**config.mk**
```make
export PLATFORM = sky130hd
export DESIGN_NAME = microseq_ctrl
export DESIGN_NICKNAME = d
export VERILOG_FILES = /design/src/rtl/microseq_pkg.sv /design/src/rtl/microseq_stack.sv /design/src/rtl/microseq_ctrl.sv
export SDC_FILE = /design/constraint.sdc
export NUM_CORES = 1
export LEC_CHECK = 0
export CORE_ASPECT_RATIO = 1.4
export CORE_MARGIN = 2
export CORE_UTILIZATION = 40
export DETAILED_ROUTE_END_ITERATION = 10
export PLACE_DENSITY = 0.55
export SETUP_SLACK_MARGIN = 0.02
export SYNTH_ARGS = -nofsm -noshare
export SYNTH_HDL_FRONTEND = slang
export SYNTH_SLANG_ARGS = --single-unit
```
**constraint.sdc**
```tcl
create_clock -name clk -period 9.02 [get_ports clk]
set_input_delay 2.706 -clock clk [delete_from_list [all_inputs] [get_ports clk]]
set_output_delay 2.706 -clock clk [all_outputs]
set_load 0.03 [all_outputs]
```
**src/rtl/microseq_pkg.sv**
```systemverilog
// -----------------------------------------------------------------------------
// microseq_pkg
// Shared definitions for the microprogrammed controller: opcode encodings and
// helper functions that locate each microword field from the block
// parameters (N_COND, N_OUT, ADDR_W).
// Microword layout, MSB -> LSB: op[3] | csel[CSEL_W] | pol[1] | addr[ADDR_W] | out[N_OUT]
// -----------------------------------------------------------------------------
package microseq_pkg;

   localparam int OP_W = 3;

   localparam logic [2:0] OP_CONT = 3'd0;
   localparam logic [2:0] OP_JMP  = 3'd1;
   localparam logic [2:0] OP_BR   = 3'd2;
   localparam logic [2:0] OP_WAIT = 3'd3;
   localparam logic [2:0] OP_CALL = 3'd4;
   localparam logic [2:0] OP_RET  = 3'd5;
   localparam logic [2:0] OP_LDC  = 3'd6;
   localparam logic [2:0] OP_DJNZ = 3'd7;

   // One extra select bit so there is always an out-of-range code meaning "true".
   function automatic int csel_w(input int n_cond);
      return $clog2(n_cond) + 1;
   endfunction

   function automatic int word_w(input int n_cond, input int n_out, input int addr_w);
      return OP_W + csel_w(n_cond) + 1 + addr_w + n_out;
   endfunction

   function automatic int addr_lsb(input int n_out);
      return n_out;
   endfunction

   function automatic int pol_lsb(input int n_out, input int addr_w);
      return n_out + addr_w;
   endfunction

   function automatic int csel_lsb(input int n_out, input int addr_w);
      return n_out + addr_w + 1;
   endfunction

   function automatic int op_lsb(input int n_cond, input int n_out, input int addr_w);
      return n_out + addr_w + 1 + csel_w(n_cond);
   endfunction

endpackage

```
**src/rtl/microseq_stack.sv**
```systemverilog
// -----------------------------------------------------------------------------
// microseq_stack
// Small LIFO holding subroutine return addresses.
// Ports:
//   clk, rst_n     clock, asynchronous active-low reset
//   clr_i          synchronous clear (controller idle)
//   push_i/pop_i   push data_i / pop top (ignored when full / empty)
//   data_i         value to push
//   top_o          most recently pushed entry
//   full_o/empty_o occupancy flags
// -----------------------------------------------------------------------------
module microseq_stack
   import microseq_pkg::*;
#(
   parameter int DEPTH = 2,
   parameter int W     = 5
) (
   input  logic         clk,
   input  logic         rst_n,
   input  logic         clr_i,
   input  logic         push_i,
   input  logic         pop_i,
   input  logic [W-1:0] data_i,
   output logic [W-1:0] top_o,
   output logic         full_o,
   output logic         empty_o
);

   localparam int CW = $clog2(DEPTH + 1);
   localparam int IW = (DEPTH > 1) ? $clog2(DEPTH) : 1;

   logic [W-1:0]  entry_q [2**IW];
   logic [CW-1:0] count_q;
   logic [CW-1:0] count_d;
   logic [IW-1:0] wr_idx_s;
   logic [IW-1:0] rd_idx_s;

   assign full_o   = (count_q == CW'(DEPTH));
   assign empty_o  = (count_q == {CW{1'b0}});
   assign wr_idx_s = IW'(count_q);
   assign rd_idx_s = IW'(count_q - CW'(1));
   assign top_o    = entry_q[rd_idx_s];

   // Occupancy update: clear wins, then push, then pop.
   always_comb begin
      count_d = count_q;
      if (clr_i) begin
         count_d = {CW{1'b0}};
      end else if (push_i && !full_o) begin
         count_d = count_q + CW'(1);
      end else if (pop_i && !empty_o) begin
         count_d = count_q - CW'(1);
      end else begin
         count_d = count_q;
      end
   end

   // Occupancy register.
   always_ff @(posedge clk or negedge rst_n) begin
      if (!rst_n) begin
         count_q <= {CW{1'b0}};
      end else begin
         count_q <= count_d;
      end
   end

   // Entry storage; contents are meaningless above count_q so no reset is needed.
   always_ff @(posedge clk) begin
      if (push_i && !full_o && !clr_i) begin
         entry_q[wr_idx_s] <= data_i;
      end
   end

endmodule

```
**src/rtl/microseq_ctrl.sv**
```systemverilog
// -----------------------------------------------------------------------------
// microseq_ctrl
// Microprogrammed controller executing a writable microprogram with
// conditional branch, wait, call/return and counted loops.
// Ports:
//   clk        clock, rising edge
//   rst        asynchronous active-low reset
//   run        1 = execute, 0 = idle and allow programming
//   condicion  condition inputs (optionally two-flop synchronised)
//   prog_we    microword write strobe, honoured only while run = 0
//   prog_addr  write address
//   prog_data  microword to write
//   salida     registered control outputs
//   pc         current microaddress
//   waiting    executing WAIT whose condition is unmet (combinational)
//   err        sticky stack fault, execution frozen until run drops
// -----------------------------------------------------------------------------
module microseq_ctrl
   import microseq_pkg::*;
#(
   parameter int N_COND      = 6,
   parameter int N_OUT       = 8,
   parameter int ADDR_W      = 5,
   parameter int STACK_DEPTH = 2,
   parameter bit SYNC_COND   = 1'b1
) (
   input  logic                                     clk,
   input  logic                                     rst,
   input  logic                                     run,
   input  logic [N_COND-1:0]                        condicion,
   input  logic                                     prog_we,
   input  logic [ADDR_W-1:0]                        prog_addr,
   input  logic [word_w(N_COND, N_OUT, ADDR_W)-1:0] prog_data,
   output logic [N_OUT-1:0]                         salida,
   output logic [ADDR_W-1:0]                        pc,
   output logic                                     waiting,
   output logic                                     err
);

   localparam int CSEL_W  = csel_w(N_COND);
   localparam int WORD_W  = word_w(N_COND, N_OUT, ADDR_W);
   localparam int DEPTH   = 1 << ADDR_W;
   localparam int A_LSB   = addr_lsb(N_OUT);
   localparam int P_LSB   = pol_lsb(N_OUT, ADDR_W);
   localparam int C_LSB   = csel_lsb(N_OUT, ADDR_W);
   localparam int O_LSB   = op_lsb(N_COND, N_OUT, ADDR_W);

   logic [WORD_W-1:0] mem_q [DEPTH];

   logic [ADDR_W-1:0] pc_q, pc_d;
   logic [ADDR_W-1:0] cnt_q, cnt_d;
   logic [N_OUT-1:0]  salida_q, salida_d;
   logic              err_q, err_d;

   logic [N_COND-1:0] cond_s;
   logic [WORD_W-1:0] word_s;
   logic [2:0]        op_s;
   logic [CSEL_W-1:0] csel_s;
   logic              pol_s;
   logic [ADDR_W-1:0] addr_s;
   logic [N_OUT-1:0]  out_s;
   logic              c_s;
   logic              t_s;
   logic [ADDR_W-1:0] pc_inc_s;

   logic              push_s, pop_s;
   logic [ADDR_W-1:0] top_s;
   logic              full_s, empty_s;

   // Condition input conditioning.
   generate
      if (SYNC_COND) begin : g_sync
         logic [N_COND-1:0] sync1_q;
         logic [N_COND-1:0] sync2_q;

         // Two-flop synchroniser for asynchronous condition sources.
         always_ff @(posedge clk or negedge rst) begin
            if (!rst) begin
               sync1_q <= {N_COND{1'b0}};
               sync2_q <= {N_COND{1'b0}};
            end else begin
               sync1_q <= condicion;
               sync2_q <= sync1_q;
            end
         end
         assign cond_s = sync2_q;
      end else begin : g_direct
         assign cond_s = condicion;
      end
   endgenerate

   // Microprogram store: written only while idle, not reset.
   always_ff @(posedge clk) begin
      if (prog_we && !run) begin
         mem_q[prog_addr] <= prog_data;
      end
   end

   assign word_s   = mem_q[pc_q];
   assign op_s     = word_s[O_LSB +: 3];
   assign csel_s   = word_s[C_LSB +: CSEL_W];
   assign pol_s    = word_s[P_LSB];
   assign addr_s   = word_s[A_LSB +: ADDR_W];
   assign out_s    = word_s[0 +: N_OUT];
   assign pc_inc_s = pc_q + ADDR_W'(1);

   // Condition select; codes at or above N_COND read as constant true.
   always_comb begin
      c_s = 1'b1;
      for (int i = 0; i < N_COND; i++) begin
         c_s = (csel_s == CSEL_W'(i)) ? cond_s[i] : c_s;
      end
   end

   assign t_s = (c_s == pol_s);

   // Next-state logic: idle clear, fault freeze, or execute the current word.
   always_comb begin
      pc_d     = pc_q;
      cnt_d    = cnt_q;
      salida_d = salida_q;
      err_d    = err_q;
      push_s   = 1'b0;
      pop_s    = 1'b0;
      if (!run) begin
         pc_d     = {ADDR_W{1'b0}};
         cnt_d    = {ADDR_W{1'b0}};
         salida_d = {N_OUT{1'b0}};
         err_d    = 1'b0;
      end else if (err_q) begin
         pc_d = pc_q;
      end else begin
         salida_d = out_s;
         case (op_s)
            OP_CONT: pc_d = pc_inc_s;
            OP_JMP:  pc_d = addr_s;
            OP_BR:   pc_d = t_s ? addr_s : pc_inc_s;
            OP_WAIT: pc_d = t_s ? pc_inc_s : pc_q;
            OP_CALL: begin
               // A faulting edge leaves every architectural register untouched.
               if (full_s) begin
                  err_d    = 1'b1;
                  salida_d = salida_q;
               end else begin
                  push_s = 1'b1;
                  pc_d   = addr_s;
               end
            end
            OP_RET: begin
               if (empty_s) begin
                  err_d    = 1'b1;
                  salida_d = salida_q;
               end else begin
                  pop_s = 1'b1;
                  pc_d  = top_s;
               end
            end
            OP_LDC: begin
               cnt_d = addr_s;
               pc_d  = pc_inc_s;
            end
            OP_DJNZ: begin
               if (cnt_q != {ADDR_W{1'b0}}) begin
                  cnt_d = cnt_q - ADDR_W'(1);
                  pc_d  = addr_s;
               end else begin
                  pc_d = pc_inc_s;
               end
            end
            default: pc_d = pc_inc_s;
         endcase
      end
   end

   // Architectural state registers.
   always_ff @(posedge clk or negedge rst) begin
      if (!rst) begin
         pc_q     <= {ADDR_W{1'b0}};
         cnt_q    <= {ADDR_W{1'b0}};
         salida_q <= {N_OUT{1'b0}};
         err_q    <= 1'b0;
      end else begin
         pc_q     <= pc_d;
         cnt_q    <= cnt_d;
         salida_q <= salida_d;
         err_q    <= err_d;
      end
   end

   microseq_stack #(
      .DEPTH (STACK_DEPTH),
      .W     (ADDR_W)
   ) u_stack (
      .clk     (clk),
      .rst_n   (rst),
      .clr_i   (~run),
      .push_i  (push_s),
      .pop_i   (pop_s),
      .data_i  (pc_inc_s),
      .top_o   (top_s),
      .full_o  (full_s),
      .empty_o (empty_s)
   );

   assign salida  = salida_q;
   assign pc      = pc_q;
   assign err     = err_q;
   // Gated so it reads 0 in reset and while idle.
   assign waiting = rst & run & ~err_q & (op_s == OP_WAIT) & ~t_s;

endmodule

```
==> flow_summary.yaml <==
run_status:
  status: "completed"
clocking:
  clkLatencyLatePin_ns: 0.62
  cts_root_buf: "clkbuf_16"
  cts_sinks: 715
  post_cts_buffers: 0
  hold_buffers: 0
  cts_tree: "built"
  cts_max_path_buffers: 3
  cts_buffers: 69
  htree_num_levels: 3
  cts_resized: 0
  path_clk_slew_ns: 0.06
pwr:
  seq_power_share: 0.421
  p_int_mw: 6.38
  powerDensity_nw_per_um2: 284
  p_leak_nw: 10.0
  p_sw_frac: 0.306
  p_total_mw: 9.20
  peakVddDrop_mv: 0.136
  pwr-share-clk: 0.313
  p_sw_mw: 2.81
  comb_power_share: 0.266
synthesis:
  synth_nets: 1526
  synthFlopType: "edfxtp_1"
  yosysWarnings: 0
  synth_edf_count: 682
  yosys.cell_types.count: 68
  syn_area_per_cell_sq_um: 19.2
  netlist_instances: 1485
  synth-seq-cells: 715
  synthArstFlopShare: 0.0462
  synth_area_sq_um: 28400
  yosysSeqAreaShare: 0.749
setup_path:
  crit_start: "pc[0]"
  crit_fanout: 46
  worstReg2RegStart: "pc[1]"
  worstPathRequired_ns: 6.31
  crit_path_end_kind: "output pin"
  r2r_setup_slack_ns: 4.12
  r2r-end: "pc[0]"
  rr_worst_depth: 12
  worstSetupPathType: "reg -> out"
  start_kind: "flip-flop"
  arrival_ns: 5.25
timing:
  drv_slew: 0
  fmax_ghz: 0.126
  finalSetupTns_ns: 0
  skew_ns: 0.0261
  relSlewSlack: 0.195
  fin_ws_ns: 1.06
  worstMarginPinSlew_ns: 1.20
  setup_viol: 0
  finalCritPeriodShare: 0.882
  period_minus_slack_ns: 7.96
  rsz0062_at_grt: "false"
  finalHoldViolCount: 0
drt:
  postRouteAntennaNets: 0
  wire_per_inst_microns: 28.2
  first_pass_iters: 5
  vias_per_cell: 5.69
  route.vias.total: 14533
  drc_errors: 0
  drt-initial-drc-count: 1404
  wirelength_mm: 72.1
min_path:
  holdPathEnd: "cond_s[1]"
  hold_depth: 0
  worstHoldStart: "g_sync.sync1_q[1]"
  hold_class: "reg -> reg"
global_route:
  gr-usage-all-layers: 0.199
  grt_max_degree: 59
  grt_first_pass_wirelength_mm: 105
  grt_pass1_vias: 15051
  grt_overflow: 0
  antenna_found_initial: 0
floorplanning:
  num_io_pins: 51
  die_y_microns: 320
  num_rows: 115
  core_area_sq_um: 70400
  start_util: 0.404
  die-area_sq_um: 73300
  die_w_microns: 229
flow_run:
  timing.max_cap.violations: 0
placed_design:
  dpl.hpwl_mm: 40.0
  dp_slack_ns: 1.61
  portBuffers: 50
  gp_congestion: 0.810
cells_and_area:
  most-common-layout-cells: "edfxtp_1 (682), mux2i_1 (129), mux4_2 (119)"
  final_core_utilization: 0.461
  layout-drive-gt1-share: 0.200
  area_growth_pct: 13.9
  layout_commonest_cell: "edfxtp_1"
  layout.nets: 1608
-- cell families (layout without fill, tap and decap cells) --
logic type	after synthesis	in the layout	synth area share
XOR/XNOR	4	4	0.00123
other	0	1	0
AO/OA/AOI/OAI	161	161	0.0413
AND/OR/NAND/NOR	253	253	0.0432
buffers and inverters	85	219	0.0160
multiplexers	261	261	0.147
adder cells (fa/ha/maj)	6	6	0.00255
flip-flops	715	715	0.749
-- flip-flops by register name, summed over array words and instances, names as in the netlist --
register	flops
cnt_q	5
mem_q	672
g_sync.sync1_q	6
u_stack.count_q	2
cond_s	6
salida	8
u_stack.entry_q	10
err	1
pc	5
-- power by group through the flow --
stage	clock network, mW	logic (mW)	registers (mW)
floorplan	0	1.85	3.87
global placement	0	2.44	3.95
detailed placement	0	2.47	3.95
CTS	2.93	2.47	3.88
global route	3.06	2.65	3.89
finish	2.88	2.44	3.87
-- critical path, stage by stage, from the launching register on --
cell,delay (ns)
dfrtp_4,0.95
buf_4,0.43
mux4_2,0.54
a22oi_1,0.24
nand4_1,0.26
or2_2,0.38
a211o_1,0.31
a311oi_4,0.29
o21bai_2,0.19
nor3_1,0.25
clkdlybuf4s50_1,0.73
-- per-stage QoR --
stage / area (sq um) / hold slack (ns) / cells
6_report: 32400 / 0.351 / 2556
5_1_grt: 32400 / 0.359 / 2555
4_1_cts: 32400 / 0.352 / 2555
3_5_place_dp: 30200 / 0.338 / 2432
3_3_place_gp: 30200 / 0.339 / 2432
2_1_floorplan: 28400 / 0.331 / 1485
-- synth_stat cells, types with 14 or more instances --
| cell | count | area share |
|---|---|---|
| mux2i_1 | 129 | 0.045 |
| a211oi_1 | 20 | 0.0053 |
| nand2_1 | 54 | 0.0071 |
| nor2_1 | 98 | 0.013 |
| clkbuf_1 | 26 | 0.0034 |
| a21oi_1 | 27 | 0.0048 |
| nor3_1 | 14 | 0.0025 |
| dfrtp_1 | 33 | 0.029 |
| mux4_2 | 119 | 0.094 |
| buf_2 | 25 | 0.0044 |
| o21ai_0 | 23 | 0.0040 |
| a22oi_1 | 22 | 0.0058 |
| o22ai_1 | 18 | 0.0040 |
| edfxtp_1 | 682 | 0.72 |
| nand3_1 | 17 | 0.0030 |
| o221ai_1 | 16 | 0.0049 |
-- area by class of cell --
type / instances / area (sq um)
diodes: 1 / 2.50
clock buffers: 92 / 1890
clock inverters: 31 / 327
fillers: 5937 / 38000
inverters: 10 / 37.5
multi-input cells: 685 / 6900
flip-flops and latches: 715 / 21300
well taps: 936 / 1170
repair buffers: 86 / 766
-- worst max-delay path by stage --
stage              end  slack [ns]  depth (start not counted)
2_1_floorplan  waiting        2.80                          9
3_3_place_gp   waiting        1.72                         10
3_5_place_dp   waiting        1.61                         10
4_1_cts        waiting        0.95                         10
5_1_grt        waiting        0.72                         10
6_report       waiting        1.06                         10
-- per-layer routing --
| layer | up-vias | part of all wire | GRT usage |
|---|---|---|---|
| li1 | 6230 | - | - |
| met1 | 7818 | 0.43 | 0.266 |
| met2 | 376 | 0.50 | 0.332 |
| met3 | 109 | 0.045 | 0.0306 |
| met4 | 0 | 0.030 | 0.0700 |
| met5 | - | 0 | 0 |
(Power assumes the default switching activity.)
